File: src/rtl/instr_fetch_queue_if.sv
// Instruction-memory request/response bus between the fetch queue (master) and memory (slave).
// One request outstanding at a time; the response arrives no earlier than the cycle after acceptance.
interface instr_fetch_queue_if;
  logic        imem_req;
  logic [31:0] imem_addr;
  logic        imem_ready;
  logic        imem_rvalid;
  logic [31:0] imem_rdata;

  modport master (
    output imem_req,
    output imem_addr,
    input  imem_ready,
    input  imem_rvalid,
    input  imem_rdata
  );

  modport slave (
    input  imem_req,
    input  imem_addr,
    output imem_ready,
    output imem_rvalid,
    output imem_rdata
  );
endinterface

File: src/rtl/instr_fetch_queue.sv
// RV32I fetch front-end: one-outstanding word fetcher feeding a small (instr, pc) FIFO to decode.
// Redirects from EX flush the FIFO; an empty head is presented as the canonical nop bubble.
module instr_fetch_queue #(
  parameter int          DEPTH    = 4,
  parameter logic [31:0] RESET_PC = 32'h0000_0000
) (
  input  logic                       clk,
  input  logic                       reset,
  input  logic                       redirect,
  input  logic [31:0]                redirect_pc,
  input  logic                       stall,
  instr_fetch_queue_if.master        imem,
  output logic                       instr_valid,
  output logic [31:0]                instr_out,
  output logic [31:0]                pc_out,
  output logic [31:0]                pc_plus4_out
);

  localparam int PTR_W = $clog2(DEPTH);
  localparam int CNT_W = $clog2(DEPTH + 1);
  localparam logic [CNT_W-1:0] DEPTH_C = CNT_W'(DEPTH);
  localparam logic [31:0] NOP_INSTR = 32'h0000_0013;

  typedef enum logic [1:0] {
    IDLE,
    WAIT,
    DROP
  } fetchState_t;

  fetchState_t       stateReg, stateNext;
  logic [31:0]       fetchPcReg, fetchPcNext;
  logic [31:0]       reqPcReg, reqPcNext;
  logic [CNT_W-1:0]  countReg, countNext;
  logic [PTR_W-1:0]  wrPtrReg, wrPtrNext;
  logic [PTR_W-1:0]  rdPtrReg, rdPtrNext;

  logic [31:0]       instrMem [DEPTH];
  logic [31:0]       pcMem    [DEPTH];
  logic [DEPTH-1:0]  wrEn;

  logic              reqFire;
  logic              enqueue;
  logic              dequeue;
  logic [31:0]       headInstr;
  logic [31:0]       headPc;

  // Registered count gates the request, so a slot is always free for the in-flight response.
  assign imem.imem_req  = (stateReg == IDLE) && !redirect && !reset && (countReg < DEPTH_C);
  assign imem.imem_addr = fetchPcReg;
  assign reqFire        = imem.imem_req && imem.imem_ready;

  assign instr_valid = (countReg != '0);
  assign dequeue     = instr_valid && !stall && !redirect;

  always_comb begin
    stateNext   = stateReg;
    fetchPcNext = fetchPcReg;
    reqPcNext   = reqPcReg;
    countNext   = countReg;
    wrPtrNext   = wrPtrReg;
    rdPtrNext   = rdPtrReg;
    enqueue     = 1'b0;

    case (stateReg)
      IDLE: begin
        if (reqFire) begin
          stateNext = WAIT;
        end
      end
      WAIT: begin
        if (imem.imem_rvalid) begin
          stateNext = IDLE;
          enqueue   = !redirect;
        end else if (redirect) begin
          stateNext = DROP;
        end
      end
      DROP: begin
        if (imem.imem_rvalid) begin
          stateNext = IDLE;
        end
      end
      default: stateNext = IDLE;
    endcase

    if (reqFire) begin
      reqPcNext   = fetchPcReg;
      fetchPcNext = fetchPcReg + 32'd4;
    end

    if (redirect) begin
      fetchPcNext = redirect_pc;
      countNext   = '0;
      wrPtrNext   = '0;
      rdPtrNext   = '0;
    end else begin
      if (enqueue) begin
        wrPtrNext = wrPtrReg + PTR_W'(1);
      end
      if (dequeue) begin
        rdPtrNext = rdPtrReg + PTR_W'(1);
      end
      case ({enqueue, dequeue})
        2'b10:   countNext = countReg + CNT_W'(1);
        2'b01:   countNext = countReg - CNT_W'(1);
        default: countNext = countReg;
      endcase
    end
  end

  always_ff @(posedge clk) begin
    if (reset) begin
      stateReg   <= IDLE;
      fetchPcReg <= RESET_PC;
      reqPcReg   <= RESET_PC;
      countReg   <= '0;
      wrPtrReg   <= '0;
      rdPtrReg   <= '0;
    end else begin
      stateReg   <= stateNext;
      fetchPcReg <= fetchPcNext;
      reqPcReg   <= reqPcNext;
      countReg   <= countNext;
      wrPtrReg   <= wrPtrNext;
      rdPtrReg   <= rdPtrNext;
    end
  end

  genvar gi;
  generate
    for (gi = 0; gi < DEPTH; gi++) begin : gWrEn
      assign wrEn[gi] = enqueue && (wrPtrReg == PTR_W'(gi));
    end
  endgenerate

  // Payload storage carries no reset; validity is tracked solely by countReg.
  always_ff @(posedge clk) begin
    for (int i = 0; i < DEPTH; i++) begin
      if (wrEn[i]) begin
        instrMem[i] <= imem.imem_rdata;
        pcMem[i]    <= reqPcReg;
      end
    end
  end

  assign headInstr    = instrMem[rdPtrReg];
  assign headPc       = pcMem[rdPtrReg];
  assign instr_out    = instr_valid ? headInstr : NOP_INSTR;
  assign pc_out       = instr_valid ? headPc : 32'h0;
  assign pc_plus4_out = instr_valid ? (headPc + 32'd4) : 32'h0;

endmodule
File: src/flat_wrapper.sv
// flat-port wrapper written by rule: the top's interface ports become plain ports
module instr_fetch_queue_flat 
#(
  parameter int          DEPTH    = 4,
  parameter logic [31:0] RESET_PC = 32'h0000_0000
)
  (clk, reset, redirect, redirect_pc, stall, instr_valid, instr_out, pc_out, pc_plus4_out, imem_imem_req, imem_imem_addr, imem_imem_ready, imem_imem_rvalid, imem_imem_rdata);
  instr_fetch_queue_if imem_i ();
  input  logic clk;
  input  logic reset;
  input  logic redirect;
  input  logic [31:0] redirect_pc;
  input  logic stall;
  output logic instr_valid;
  output logic [31:0] instr_out;
  output logic [31:0] pc_out;
  output logic [31:0] pc_plus4_out;
  output wire logic [$bits(imem_i.imem_req)-1:0] imem_imem_req;
  output wire logic [$bits(imem_i.imem_addr)-1:0] imem_imem_addr;
  input wire logic [$bits(imem_i.imem_ready)-1:0] imem_imem_ready;
  input wire logic [$bits(imem_i.imem_rvalid)-1:0] imem_imem_rvalid;
  input wire logic [$bits(imem_i.imem_rdata)-1:0] imem_imem_rdata;
  assign imem_imem_req = imem_i.imem_req;
  assign imem_imem_addr = imem_i.imem_addr;
  assign imem_i.imem_ready = imem_imem_ready;
  assign imem_i.imem_rvalid = imem_imem_rvalid;
  assign imem_i.imem_rdata = imem_imem_rdata;
  instr_fetch_queue #(.DEPTH(DEPTH), .RESET_PC(RESET_PC)) u_core (.clk(clk), .reset(reset), .redirect(redirect), .redirect_pc(redirect_pc), .stall(stall), .imem(imem_i), .instr_valid(instr_valid), .instr_out(instr_out), .pc_out(pc_out), .pc_plus4_out(pc_plus4_out));
endmodule
File: config.mk
export PLATFORM = sky130hd
export DESIGN_NAME = instr_fetch_queue_flat
export DESIGN_NICKNAME = d
export VERILOG_FILES = /design/src/rtl/instr_fetch_queue_if.sv /design/src/rtl/instr_fetch_queue.sv /design/src/flat_wrapper.sv
export SDC_FILE = /design/constraint.sdc
export NUM_CORES = 1
export LEC_CHECK = 0
export BUFFER_PORTS_ARGS = -buffer_cell sky130_fd_sc_hd__buf_2
export CORE_ASPECT_RATIO = 0.5
export CORE_MARGIN = 2
export CORE_UTILIZATION = 52
export CTS_CLUSTER_SIZE = 28
export DETAILED_ROUTE_END_ITERATION = 10
export GPL_TIMING_DRIVEN = 0
export PLACE_DENSITY = 0.79
export SLEW_MARGIN = 20
export SYNTH_ARGS = -nofsm -noshare
export SYNTH_HDL_FRONTEND = slang
export SYNTH_SLANG_ARGS = --single-unit
File: constraint.sdc
create_clock -name clk -period 2.75 [get_ports clk]
set_input_delay 0.1375 -clock clk [delete_from_list [all_inputs] [get_ports clk]]
set_output_delay 0.1375 -clock clk [all_outputs]
set_load 0.005 [all_outputs]
==> run_results.csv, run 1 <==
group,metric,value,unit
floorplanning,die_h,119.5,microns
sta,setup_violations,30,
grt,track_usage,24.41,%
synthesis,synthArstFlopShare,0,%
outcome,status,"finished with violations",
finish,diodes,0,
synthesis,synth_warnings,0,
grt,grt_use_met2,40.66,%
sta,fin_worst_skew,15.18,ps
worst_setup_path,crit_path_max_fanout,6,
pwr,power_density,552.6,nW/um^2
run,maxCapViolations,0,
worst_setup_path,crit_chain,"buf_12, clkbuf_16, mux4_2, nand4_1, or4_4, buf_4, buf_2, o31ai_1, a21oi_2, buf_2",
worst_setup_path,cpMaxStageDelayCell,"or4_4",
sta,grt_setup_unrepaired,"yes",
grt,grt_pass1_vias,9725,
grt,antenna_found_initial,0,
worst_setup_path,cp-start-kind,"flop",
worst_setup_path,max_stage_delay,570,ps
clocking,cts_buffer_depth,3,
synthesis,ys_types,48,
routing,drt_pass1_iterations,5,
clocking,clock-sinks,331,
routing,vias,9626,
clocking,clockRootBuffer,"clkbuf_16",
routing,finalWirelength,35730,microns
synthesis,netlist_area,13880,sq um
pwr,power,9.836,mW
outcome,violations,"setup timing",
grt,grt_start_max_net_pins,42,
worst_setup_path,end_kind,"primary output",
place,gp_congestion,0.9159,
grt,grt_util_met1,32.66,%
worst_setup_path,crit_top_cell,"buf_2",
routing,drc,0,
finish,nNetsFinal,1382,
pwr,leakage,6.216,nW
floorplanning,top_level_ports,200,
synthesis,ys_ff_latch,331,
sta,hold_viol_final,0,
worst_setup_path,cpLargestDelayFamily,"buffers and inverters",
clocking,ctsHtreeMaxLevel,1,
place,hpwl,22560,microns
clocking,clk_latency,550,ps
sta,finalCritPeriodShare,119.9,%
sta,finalCriticalPeriod,3298,ps
worst_setup_path,cp.arrival,3160,ps
floorplanning,fp-row-count,42,
pwr,ir_worst_vdd,532.9,uV
sta,tightestPinTransition,1036,ps
synthesis,synth-edff-count,256,
clocking,cts_tree,"yes",
synthesis,syn_nets,1043,
finish,area_delta_synth_final,28.27,%
sta,setup_ws,-548.4,ps
synthesis,ys_seq_area_share,66.22,%
sta,max_freq,303.2,MHz
grt,overflow,0,
routing,wl_per_cell,21.32,microns
worst_hold_path,hold_path.class,"primary input to flop",
synthesis,synthFlopType,"edfxtp_1",
synthesis,netlist_instances,965,
floorplanning,start_util,52.71,%
routing,final_antenna_net_count,0,
worst_setup_path,critPathKind,"flop to primary output",
finish,layout-drive-gt1-share,33.16,%
sta,slew_headroom,30.74,%
synthesis,synth_area_per_cell,14.38,sq um
sta,whs,97.74,ps
sta,report.final.slew_viol_count,0,
place,io_buffers,198,
floorplanning,core-area,26330,sq um
grt,grt_pass1_wl,53490,microns
worst_setup_path,path_buf_inv,5,
worst_setup_path,cp.required,2610,ps
clocking,numCtsBuffers,28,
place,place_ws,-337.7,ps
finish,utilization,67.61,%
floorplanning,die_w,235.0,microns
grt,top_usage_layer,"met2",
floorplanning,dieArea,28090,sq um
clocking,clk_pin_slew,70,ps
grt,met3_usage,4.325,%
routing,avgViaCountPerCell,5.743,
routing,drt_iter0_markers,889,
sequential cells by signal, summed over array words and instances, names as in the netlist, named ones only:
signal,flops
u_core.instrMem,128
u_core.pcMem,128
u_core.imem.imem_addr,32
u_core.reqPcReg,32
u_core.countReg,3
u_core.rdPtrReg,2
u_core.stateReg,2
u_core.wrPtrReg,2
layout by cell type (no fill, tap or decap), drive strengths merged, types with 11 or more instances in the layout:
master,netlist,final
buf,18,260
nand3,16,16
o21ai,15,15
nand2,100,100
a21oi,74,74
nor2,49,49
nor3,14,14
dlygate4sd3,0,65
clkbuf,37,72
edfxtp,256,256
mux4,64,64
inv,17,20
or4,17,17
xnor2,20,20
and2,67,67
nand4,15,15
dfxtp,75,75
nor4,11,11
or3,16,16
what timing repair did:
action / 4_1_cts / 5_1_grt
cloned: 2 / 4
buffers inserted: 23 / 14
pin swaps: 19 / 6
hold buffers: 65 / 0
gates resized for setup: 61 / 70
hold endpoints to repair: 163 / 0
setup endpoints to repair: 65 / 67
power breakdown:
group / switching (mW) / internal [mW] / leakage (nW)
clock network: 1.79 / 2.19 / 0.444
logic: 0.197 / 0.189 / 2.87
registers: 0.0696 / 5.40 / 2.90
cells in the mapped netlist (16+ instances only):
master      n  area, sq um
edfxtp_1  256         7687
nand2_1   100        375.4
dfxtp_1    75         1501
a21oi_1    74        370.4
and2_1     67        419.2
mux4_2     52         1171
nor2_1     49        183.9
clkbuf_1   37        138.9
xnor2_1    20        175.2
inv_1      17        63.81
or3_1      16        100.1
or4_1      16        120.1
cells by family (layout without fill, tap and decap cells):
family,Yosys count,after routing,share of synthesized area (%)
mux,68,68,11.01
xor+xnor,29,29,1.830
simple gates,329,329,12.41
flops,331,331,66.22
compound gates,128,128,5.356
fa+ha+maj,8,8,0.7754
buf+inv,72,431,2.407
tightest hold or removal path, cell delays in order:
cell and delay, ps:
buf_2 120, nor2_1 80, xnor2_1 150, nor2_1 110
area by class of cell:
cell class	count	area (sq um)
Buffer	55	397.9
Clock buffer	33	762.0
Clock inverter	17	157.7
Fill cell	1776	8528
Inverter	17	63.81
Multi-Input combinational cell	562	4532
Sequential cell	331	9190
Tap cell	352	440.4
Timing Repair Buffer	309	2256
per-stage QoR:
step,setup TNS [ps],cell area (sq um),cells
after floorplan,0,13880,965
after global placement,-19010,15310,1515
after detailed placement,-6755,15420,1519
after CTS,-7448,17300,1659
after global routing,-12000,17800,1676
final,-7729,17800,1676
final timing paths:
check | from | to | slack (ps) | cells after the start
worst max-delay path | flop | pc_plus4_out[26] | -550 | 10
worst max register to register | u_core.countReg[2] | u_core.countReg[2] | 80 | 9
worst min register to register | u_core.reqPcReg[13] | u_core.reqPcReg[13] | 500 | 2
worst min-delay path | stall | flop | 100 | 4
routing by layer:
| layer | vias to the layer above | wire length (microns) |
|---|---|---|
| li1 | 4360 | - |
| met1 | 4772 | 15070 |
| met2 | 411 | 17610 |
| met3 | 83 | 1979 |
| met4 | 0 | 1065 |
| met5 | - | 0 |
No activity file was read; power rests on OpenSTA's default activity.
==> inputs of run 2 (changes only) <==
ABC_AREA = 1   (was unset)
CORE_UTILIZATION = 54   (was 52)
CTS_BUF_LIST = sky130_fd_sc_hd__clkbuf_8   (was unset)
PLACE_DENSITY = 0.81   (was 0.79)
==> run_results.csv, run 2 <==
group,metric,value,unit
floorplanning,start_util,55.18,%
outcome,violations,"setup timing",
pwr,ir_worst_vdd,297.7,uV
worst_hold_path,hold_path.class,"primary input to flop",
run,maxCapViolations,0,
sta,hold_viol_final,0,
synthesis,synthFlopType,"edfxtp_1",
finish,area_delta_synth_final,30.28,%
routing,drc,0,
synthesis,post-synth-top-count-cell,"nand2_1",
finish,top_regs,"u_core.instrMem x128, u_core.pcMem x128",
floorplanning,fp-row-count,43,
routing,avgViaCountPerCell,5.628,
grt,grt_pass1_vias,13240,
finish,layout-drive-gt1-share,24.99,%
grt,top_usage_layer,"met2",
clocking,clk_latency,590,ps
worst_setup_path,crit_path_max_fanout,7,
clocking,cts_tree,"yes",
clocking,clockRootBuffer,"clkbuf_8",
synthesis,synth-edff-count,256,
clocking,ctsHtreeMaxLevel,2,
routing,final_antenna_net_count,0,
grt,overflow,0,
synthesis,ys_types,40,
synthesis,syn_nets,1786,
clocking,clk_pin_slew,60,ps
worst_setup_path,cp.arrival,2800,ps
floorplanning,die_h,123.2,microns
synthesis,synth_area_per_cell,8.987,sq um
sta,report.final.slew_viol_count,0,
synthesis,synth_commonest_cells,"447 x nand2_1, 312 x nor2_1, 256 x edfxtp_1",
finish,fill_cells,1868,
finish,diodes,0,
finish,nNetsFinal,2165,
finish,regArea,9194,sq um
synthesis,synth_area_leader_cell,"edfxtp_1",
synthesis,synth_warnings,0,
floorplanning,dieArea,29870,sq um
grt,grt_use_met2,52.01,%
sta,grt_setup_unrepaired,"yes",
synthesis,netlist_instances,1708,
worst_setup_path,end_kind,"primary output",
clocking,cts_buffer_depth,3,
sta,setup_ws,-187.5,ps
grt,grt_start_max_net_pins,21,
sta,fin_worst_skew,45.12,ps
finish,multi_input_area,5743,sq um
clocking,numCtsBuffers,47,
place,gp_congestion,0.9702,
grt,met3_usage,6.881,%
routing,finalWirelength,48440,microns
routing,vias,14110,
finish,fin_cells,2507,
sta,whs,198.8,ps
place,dp.cells,2300,
place,io_buffers,198,
synthesis,netlist_area,15350,sq um
synthesis,ys_ff_latch,331,
grt,grt_pass1_wl,70280,microns
finish,layout_commonest_cell,"nand2_1",
sta,setup_violations,21,
finish,final_cell_mix,"390 x nand2_1, 280 x nor2_1, 256 x edfxtp_1",
sta,max_freq,340.4,MHz
grt,grt_util_met1,38.44,%
pwr,leakage,8.395,nW
sta,finalCriticalPeriod,2938,ps
worst_setup_path,cp-start-kind,"flop",
synthesis,synthArstFlopShare,0,%
sta,finalCritPeriodShare,106.8,%
clocking,clock-sinks,331,
grt,antenna_found_initial,0,
synthesis,ys_seq_area_share,59.86,%
floorplanning,core-area,27820,sq um
floorplanning,die_w,242.4,microns
place,hpwl,31330,microns
outcome,status,"finished with violations",
synthesis,ys_top_cells_by_area,"edfxtp_1 50%, nand2_1 11%, dfxtp_1 9.8%",
sta,tightestPinTransition,671.7,ps
worst_setup_path,critPathKind,"flop to primary output",
floorplanning,top_level_ports,200,
synthesis,synth_top_area_share,50.08,%
sta,slew_headroom,55.22,%
routing,wl_per_cell,19.32,microns
place,dpl_cell_area,17170,sq um
place,place_ws,-177.2,ps
routing,drt_pass1_iterations,8,
grt,track_usage,30.89,%
worst_setup_path,cp.required,2610,ps
pwr,power_density,499.0,nW/um^2
sta,tns,-1906,ps
finish,design_area,20000,sq um
routing,drt_iter0_markers,1673,
[run 2: metal layers]
metal | wire (microns) | vias to the layer above
met5 | 0 | -
met4 | 2291 | 0
met3 | 4962 | 201
met2 | 22930 | 874
met1 | 18260 | 6569
li1 | - | 6465
[run 2: path summary, 6_finish.rpt]
| path | start | endpoint | slack [ps] | depth (start not counted) |
|---|---|---|---|---|
| setup / recovery | flop | pc_plus4_out[16] | -190 | 14 |
| hold / removal | imem_imem_ready | u_core.reqPcReg[23] | 200 | 4 |
| setup reg to reg | u_core.countReg[2] | u_core.countReg[2] | 260 | 11 |
| hold reg to reg | u_core.rdPtrReg[1] | flop | 450 | 2 |
[run 2: metrics by stage]
stage          power [mW]  util (%)
2_1_floorplan       5.807         -
3_3_place_gp        6.014     60.50
3_5_place_dp        6.028     61.73
4_1_cts             9.925     69.33
5_1_grt             10.24     71.90
6_report            9.979     71.90
[run 2: logic make-up (layout without fill, tap and decap cells)]
logic type | after synthesis | count (layout) | share of synthesized area, %
simple gates | 929 | 929 | 24.84
flops | 331 | 331 | 59.86
compound gates | 237 | 237 | 8.208
buf+inv | 189 | 606 | 5.592
xor+xnor | 14 | 14 | 0.7988
fa+ha+maj | 8 | 8 | 0.7010
[run 2: critical path, cell delays in order (launching register included)]
cell and delay [ps]:
dfxtp_4 400, buf_12 120, buf_12 140, buf_8 120, nand2_1 100, nand2_1 120, nand2_1 70, nand2_2 150
nand2_1 130, nor2_2 180, nand2_2 100, nor2_4 180, o21ai_1 100, nor2_1 170, buf_2 150
[run 2: layout make-up]
type / instances / share of cell area, %
Buffer: 81 / 3.216
Clock buffer: 51 / 3.510
Clock inverter: 36 / 1.201
Inverter: 107 / 2.108
Multi-Input combinational cell: 1188 / 28.72
Sequential cell: 331 / 45.97
Tap cell: 382 / 2.390
Timing Repair Buffer: 331 / 12.88
[run 2: report_power, final]
group          internal (mW)  switching [mW]
sequential              5.44          0.0902
clock                   2.01            1.94
combinational          0.221           0.286
total                   7.67            2.31
[run 2: repair_timing]
| action | CTS | global route |
|---|---|---|
| pin swaps | 30 | 50 |
| cloned | 0 | 4 |
| endpoints found under the hold margin | 171 | 0 |
| gates resized for setup | 91 | 117 |
| endpoints found under the setup margin | 92 | 78 |
| buffers inserted | 20 | 28 |
| hold buffers | 69 | 0 |
==> inputs of run 3 (changes only) <==
CORE_UTILIZATION = 45   (was 54)
PLACE_DENSITY = 0.7   (was 0.81)
==> run_results.csv, run 3 (synthesis gave the netlist of run 2 again) <==
group,metric,value,unit
worst_setup_path,crit_path_max_fanout,5,
sta,setup_ws,-100.4,ps
worst_setup_path,cp.arrival,2710,ps
grt,grt_pass1_wl,68870,microns
place,dpl_cell_area,17190,sq um
grt,grt_pass1_vias,12670,
sta,report.final.slew_viol_count,0,
worst_setup_path,end_kind,"primary output",
routing,vias,13300,
finish,utilization,58.21,%
place,io_buffers,198,
routing,drc,0,
run,maxCapViolations,0,
finish,nNetsFinal,2144,
clocking,cts_tree,"yes",
floorplanning,die_w,265.2,microns
pwr,power,9.767,mW
worst_setup_path,cp-start-kind,"flop",
grt,grt_start_max_net_pins,25,
floorplanning,dieArea,35690,sq um
routing,routed-wl-met2,21740,microns
grt,antenna_found_initial,0,
worst_setup_path,cpLargestDelayFamily,"simple AND/OR/NAND/NOR gates",
sta,setup_violations,14,
clocking,clk_pin_slew,70,ps
worst_setup_path,path_buf_inv,4,
worst_setup_path,r2r_slack,320,ps
floorplanning,top_level_ports,200,
place,dp.cells,2359,
grt,track_usage,25.19,%
pwr,ir_worst_vdd,302.1,uV
worst_setup_path,r2r-end,"u_core.countReg[2]",
routing,avgViaCountPerCell,5.233,
routing,finalWirelength,45410,microns
sta,grt_setup_unrepaired,"yes",
clocking,ctsHtreeMaxLevel,2,
sta,tightestPinTransition,687.7,ps
place,gp_congestion,0.9681,
floorplanning,start_util,46.04,%
worst_setup_path,path_depth,14,
clocking,clockRootBuffer,"clkbuf_8",
routing,drt_iter0_markers,1232,
sta,finalCriticalPeriod,2850,ps
clocking,numCtsBuffers,47,
grt,overflow,0,
worst_setup_path,cpMaxStageDelayCell,"dfxtp_4",
finish,design_area,19410,sq um
floorplanning,core-area,33340,sq um
pwr,leakage,8.133,nW
routing,wl_met3,3491,microns
finish,top_regs,"u_core.instrMem x128, u_core.pcMem x128",
finish,layout-drive-gt1-share,21.76,%
sta,max_freq,350.8,MHz
clocking,clk_latency,600,ps
finish,fin_cells,2541,
finish,final_cell_mix,"423 x nand2_1, 290 x nor2_1, 256 x edfxtp_1",
clocking,cts_buffer_depth,3,
routing,final_antenna_net_count,0,
worst_setup_path,max_stage_delay,400,ps
worst_setup_path,cp.required,2610,ps
routing,drt_pass1_iterations,5,
finish,layout_commonest_cell,"nand2_1",
floorplanning,fp-row-count,47,
routing,wl_per_cell,17.87,microns
finish,area_delta_synth_final,26.45,%
routing,highest_layer,"met4",
clocking,clock-sinks,331,
outcome,status,"finished with violations",
worst_setup_path,crit_chain,"clkinv_8, buf_8, buf_8, nand2_1, o211ai_1, nand2_2, ha_4, nand3_4, nor2_4, nand2_4, nor2_4, o21ai_1, nor2_1, buf_2",
worst_setup_path,rr_worst_depth,11,
pwr,power_density,503.2,nW/um^2
outcome,violations,"setup timing",
sta,fin_worst_skew,31.10,ps
worst_setup_path,r2r_start,"u_core.countReg[2]",
place,hpwl,31720,microns
floorplanning,die_h,134.6,microns
finish,diodes,0,
routing,wl_met1,18730,microns
sta,finalCritPeriodShare,103.7,%
worst_setup_path,critPathKind,"flop to primary output",
worst_hold_path,hold_path.class,"primary input to flop",
sta,hold_viol_final,0,
worst_setup_path,critPathCapture,"pc_plus4_out[16]",
sta,slew_headroom,54.15,%
## run 3: per-layer routing
metal | GRT usage [%] | up-vias
met4 | 8.600 | 0
met3 | 4.285 | 100
met1 | 32.27 | 6221
li1 | - | 6420
met5 | 0 | -
met2 | 43.74 | 555
## run 3: worst min path at each step
stage / from / to / slack [ps] / depth (start not counted)
global route: redirect / u_core.imem.imem_addr[25] / 70 / 7
CTS: redirect / u_core.imem.imem_addr[25] / 5 / 7
detailed placement: imem_imem_rdata[21] / u_core.instrMem[2][21] / 350 / 1
global placement: imem_imem_rdata[7] / u_core.instrMem[1][7] / 350 / 1
finish: redirect / u_core.imem.imem_addr[25] / 40 / 7
floorplan: imem_imem_rdata[0] / u_core.instrMem[0][0] / 240 / 0
## run 3: power by group
part	switching [mW]	internal, mW	total, mW
registers	0.0890	5.44	5.53
logic	0.275	0.215	0.490
clock network	1.85	1.90	3.75
## run 3: worst min-delay path, delay by kind of cell
family	cells	cell delay, ps
buffers and inverters	3	200
and+or+nand+nor	2	110
AOI/OAI and AO/OA	2	140
## run 3: timing repair
action | 4_1_cts | 5_1_grt
resized for setup | 73 | 48
hold buffers | 67 | 0
endpoints found under the setup margin | 92 | 55
gates cloned | 0 | 1
hold endpoints to repair | 171 | 0
pin swaps | 19 | 20
setup buffers | 20 | 13
## run 3: final cells by class
type / instances / area [sq um]
fill: 2855 / 13930
multi-input combinational: 1188 / 5540
clock inverter: 35 / 229.0
inverter: 107 / 421.7
sequential: 331 / 9196
timing repair buffer: 311 / 2255
tap: 441 / 551.8
clock buffer: 48 / 660.6
buffer: 80 / 555.5
## run 3: metrics by stage
step           setup slack [ps]  hold slack (ps)  TNS, ps
6_report                 -100.4            40.84   -772.4
5_1_grt                  -254.9            66.56    -3659
4_1_cts                  -130.9            4.716    -1399
3_5_place_dp             -218.3            354.2    -1035
3_3_place_gp              -2036            351.2  -497430
2_1_floorplan            -188.3            236.4   -48200
